==> src/rtl/aes_multiblock_fsm.sv <==
// Multi-block job sequencer for the AES HWPE: one streamer request pair and one engine
// start per 128-bit block, with per-block address stride and a one-cycle done at job end.
module aes_multiblock_fsm #(
  parameter int unsigned ADDR_W          = 32,
  parameter int unsigned CNT_W           = 16,
  parameter int unsigned WORDS_PER_BLOCK = 4,
  parameter int unsigned ENGINE_LATENCY  = 8,
  parameter bit          USE_ENGINE_DONE = 1'b0
) (
  input  logic              clk,
  input  logic              reset,
  input  logic              clear,
  input  logic              start_i,
  input  logic [ADDR_W-1:0] src_base_i,
  input  logic [ADDR_W-1:0] dst_base_i,
  input  logic [ADDR_W-1:0] stride_i,
  input  logic [CNT_W-1:0]  num_blocks_i,
  input  logic              src_ready_start_i,
  input  logic              sink_ready_start_i,
  input  logic              engine_done_i,
  output logic              src_req_start_o,
  output logic              sink_req_start_o,
  output logic [ADDR_W-1:0] src_addr_o,
  output logic [ADDR_W-1:0] dst_addr_o,
  output logic [15:0]       line_length_o,
  output logic              engine_start_o,
  output logic              engine_enable_o,
  output logic              engine_clear_o,
  output logic              busy_o,
  output logic              done_o,
  output logic [CNT_W-1:0]  blocks_done_o
);

  typedef enum logic [2:0] {StIdle, StStart, StWork, StNext, StFinished} state_e;

  localparam logic [7:0] LatLast = 8'(ENGINE_LATENCY - 1);

  state_e            state_q, state_d;
  logic [ADDR_W-1:0] src_q, src_d, dst_q, dst_d, stride_q, stride_d;
  logic [CNT_W-1:0]  num_q, num_d, bd_q, bd_d;
  logic [7:0]        cnt_q, cnt_d;
  logic              ready_both, work_exit;

  assign ready_both = src_ready_start_i & sink_ready_start_i;
  assign work_exit  = USE_ENGINE_DONE ? engine_done_i : (cnt_q == LatLast);

  always_ff @(posedge clk) begin
    if (reset || clear) begin
      state_q  <= StIdle;
      src_q    <= '0;
      dst_q    <= '0;
      stride_q <= '0;
      num_q    <= '0;
      bd_q     <= '0;
      cnt_q    <= '0;
    end else begin
      state_q  <= state_d;
      src_q    <= src_d;
      dst_q    <= dst_d;
      stride_q <= stride_d;
      num_q    <= num_d;
      bd_q     <= bd_d;
      cnt_q    <= cnt_d;
    end
  end

  always_comb begin
    state_d  = state_q;
    src_d    = src_q;
    dst_d    = dst_q;
    stride_d = stride_q;
    num_d    = num_q;
    bd_d     = bd_q;
    cnt_d    = cnt_q;
    case (state_q)
      StIdle: begin
        if (start_i) begin
          src_d    = src_base_i;
          dst_d    = dst_base_i;
          stride_d = stride_i;
          num_d    = num_blocks_i;
          bd_d     = '0;
          state_d  = (num_blocks_i != '0) ? StStart : StFinished;
        end
      end
      StStart: begin
        if (ready_both) begin
          cnt_d   = '0;
          state_d = StWork;
        end
      end
      StWork: begin
        cnt_d = cnt_q + 8'd1;
        if (work_exit) begin
          bd_d    = bd_q + CNT_W'(1);
          state_d = (bd_d == num_q) ? StFinished : StNext;
        end
      end
      StNext: begin
        src_d   = src_q + stride_q;
        dst_d   = dst_q + stride_q;
        state_d = StStart;
      end
      StFinished: state_d = StIdle;
      default:    state_d = StIdle;
    endcase
  end

  always_comb begin
    src_req_start_o  = 1'b0;
    sink_req_start_o = 1'b0;
    engine_start_o   = 1'b0;
    engine_enable_o  = 1'b0;
    engine_clear_o   = 1'b0;
    done_o           = 1'b0;
    busy_o           = (state_q != StIdle);
    case (state_q)
      StIdle:  engine_clear_o = 1'b1;
      StStart: begin
        engine_enable_o  = 1'b1;
        src_req_start_o  = ready_both;
        sink_req_start_o = ready_both;
        engine_start_o   = ready_both;
      end
      StWork, StNext: engine_enable_o = 1'b1;
      StFinished:     done_o = 1'b1;
      default:        ;
    endcase
  end

  assign src_addr_o    = src_q;
  assign dst_addr_o    = dst_q;
  assign blocks_done_o = bd_q;
  assign line_length_o = 16'(WORDS_PER_BLOCK);

endmodule

==> config.mk <==
export PLATFORM = sky130hd
export DESIGN_NAME = aes_multiblock_fsm
export DESIGN_NICKNAME = d
export VERILOG_FILES = /design/src/rtl/aes_multiblock_fsm.sv
export SDC_FILE = /design/constraint.sdc
export NUM_CORES = 1
export LEC_CHECK = 0
export ABC_AREA = 1
export ABC_CLOCK_PERIOD_IN_PS = 7300
export CORE_ASPECT_RATIO = 0.8
export CORE_MARGIN = 10
export CORE_UTILIZATION = 50
export DETAILED_ROUTE_END_ITERATION = 6
export HOLD_SLACK_MARGIN = 0.02
export PLACE_DENSITY_LB_ADDON = 0.1
export SKIP_CTS_REPAIR_TIMING = 1
export SYNTH_ARGS = -nofsm -noshare
export SYNTH_HDL_FRONTEND = slang
export SYNTH_SLANG_ARGS = --single-unit
==> constraint.sdc <==
create_clock -name clk -period 7.3 [get_ports clk]
set_clock_uncertainty 0.2 [all_clocks]
set_input_delay 1.46 -clock clk [delete_from_list [all_inputs] [get_ports clk]]
set_output_delay 1.46 -clock clk [all_outputs]
set_load 0.005 [all_outputs]
==> impl_results.md <==
- Status: finished, final reports clean
- Number of nets in the layout: 1,977
- Startpoint types: input pin
- Setup violations, final: 0
- Setup crit end kind: primary output
- Detail Route Antenna Nets: 0
- Post-synth top area share: 27.4%
- Vias: 11.4k
- Layout cells sized above 1: 4.16%
- Critical Path Fanout Max: 4
- Initial core utilization: 51.0%
- WL final: 35,800 um
- Clock slew at reported path FFs: 0.07 ns
- Most common cell after layout, fill and taps aside: nand2_1
- Final TNS setup: 0 ns
- Hold slack final: 0.266 ns
- Routability cong.: 0.979
- Global route overflow: 0
- Synth Flop Type: dfxtp_1
- Leakage power: 0.00508 uW
- Post-synth EDFFs: 0
- DRC: 0
- I/O pin count: 222
- Iteration-0 DRC Markers: 941
- Final Instance Area: 12,900 um^2
- Clock latency on the worst-skew pair: 0.43 ns
- Synthesized flop and latch total: 139
- Largest net degree at the start of global routing: 82
- Mapped cell area: 10,200 um^2
- Worst min path class: register to register
- Final core occ: 64.8%
- Post-Syn Area per Cell: 6.28 um^2
- Post-synth ARST share: 0%
- RSZ-0062 raised after global routing: no
- Layout area overhead: 27.0%
- Synth area leader: dfxtp_1
- Crit path arrival time: 2.93 ns
- Clock tree buffer depth: 2
- Max Slew Vio Count: 0
- Area of the core: 19,900 um^2
- Initial antenna violation count: 2
- Peak supply drop: 0.129 mV
- DP HPWL: 27,900 um
- Dominant cells by area after synthesis: dfxtp_1 27%, nand2_1 14%, nor2_1 9.5%, a21oi_1 9.2%, ha_1 7.9%
- CP Data Required Time: 5.64 ns
- Setup Crit Path Kind: input pin to primary output
- CTS Buf Count: 17
- Die Width: 179 um
- Area of the die: 26,400 um^2
- Synth Instances: 1,616
- Commonest cells after routing, fill and taps aside: 373 x nand2_1, 256 x nor2_1, 204 x clkdlybuf4s50_1, 187 x a21oi_1, 139 x dfxtp_1
- CTS tree: done
- Vias in the first global route: 10.3k
- Minimum clock period: 4.59 ns
- Hold Fails Final Rpt: 0
- MaxCap Viol Count: 0
- Sequential area share after synthesis: 27.4%
- Tot GR Track Use: 26.0%
- Synthesis Warnings: 0
- Root cell of the clock tree: clkbuf_16
- Pre-CTS WS: 2.52 ns
- Post-layout worst setup margin: 2.71 ns
- Placed instance area: 12,300 um^2
- Cell variety after synth: 45
- PD cells: 158 nW/um^2
- Global-route wire length before repair: 55,500 um
- WL/cell: 17.3 um
- Clk sinks: 139
- Pre-antenna DRT Iters: 5
- Worst slew pin tran: 0.983 ns
- H-tree depth: 4
- Fin crit share: 62.8%
- Port bufs: 204
- Max frequency: 218 MHz
- Slew Limit Headroom: 34.4%
- Number of vias per cell: 5.49
- Die Y: 147 um
- Row count: 46
## Yosys cell counts (21+ instances only)
library cell and n:
nand4_1 21, nand3_1 87, inv_1 115, nand2_1 373
clkbuf_1 30, dfxtp_1 139, nor3_1 22, ha_1 64
buf_4 22, a21oi_1 187, o21ai_0 133, nor2_1 257
## layout make-up
class	instances	area (um^2)
clock inverters	14	160
well taps	264	330
multi-input cells	1300	6620
diodes	2	5.00
fillers	1901	7020
repair buffers	213	2110
flip-flops and latches	139	2780
clock buffers	18	429
inverters	121	455
## cells by family (layout without fill, tap and decap cells)
logic type | count (synthesis) | after routing | synth area share [%]
AO/OA/AOI/OAI | 392 | 392 | 20.9
XOR/XNOR | 32 | 32 | 2.91
adder cells (fa/ha/maj) | 66 | 66 | 8.28
buffers and inverters | 191 | 366 | 8.03
flip-flops | 139 | 139 | 27.4
other | 2 | 18 | 0.0740
AND/OR/NAND/NOR | 794 | 794 | 32.4
## routing by layer
metal | up-vias | share of wire (%) | GRT usage [%] | wire length, um
met2 | 390 | 44 | 38.9 | 15600
met4 | 0 | 0.86 | 5.49 | 307
met3 | 22 | 8.2 | 5.27 | 2930
met5 | - | 0 | 0 | 0
met1 | 5217 | 47 | 37.6 | 17000
li1 | 5741 | - | - | -
## flip-flops by register name, summed over array words and instances, names as in the netlist
register,count
dst_addr_o,32
src_addr_o,32
stride_q,32
blocks_done_o,16
num_q,16
cnt_q,8
state_q,3
## worst max-delay path, cell delays in order
cell and delay [ns]:
clkdlybuf4s50_1 0.46, inv_1 0.05, nor3_1 0.37, clkdlybuf4s50_1 0.59
## per-stage QoR
stage               power, uW  cells
floorplan                1010   1630
finish                   2040   2071
detailed placement       1160   2037
CTS                      2040   2069
global placement         1160   2037
global route             2120   2071
## power by group
group,internal [uW],switching [uW]
sequential,786,31.3
clock,510,376
combinational,154,180
## worst paths after layout
kind / startpoint / endpoint / slack, ns / depth (start not counted)
setup / recovery: sink_ready_start_i / engine_start_o / 2.71 / 4
hold / removal: num_q[10]$_SDFFE_PP0P_ / num_q[10]$_SDFFE_PP0P_ / 0.27 / 2
setup reg to reg: state_q[2]$_SDFFE_PP0P_ / dst_addr_o[13]$_SDFFE_PP0P_ / 3.34 / 9
hold reg to reg: num_q[10]$_SDFFE_PP0P_ / num_q[10]$_SDFFE_PP0P_ / 0.27 / 2
No activity file was read; power rests on OpenSTA's default activity.
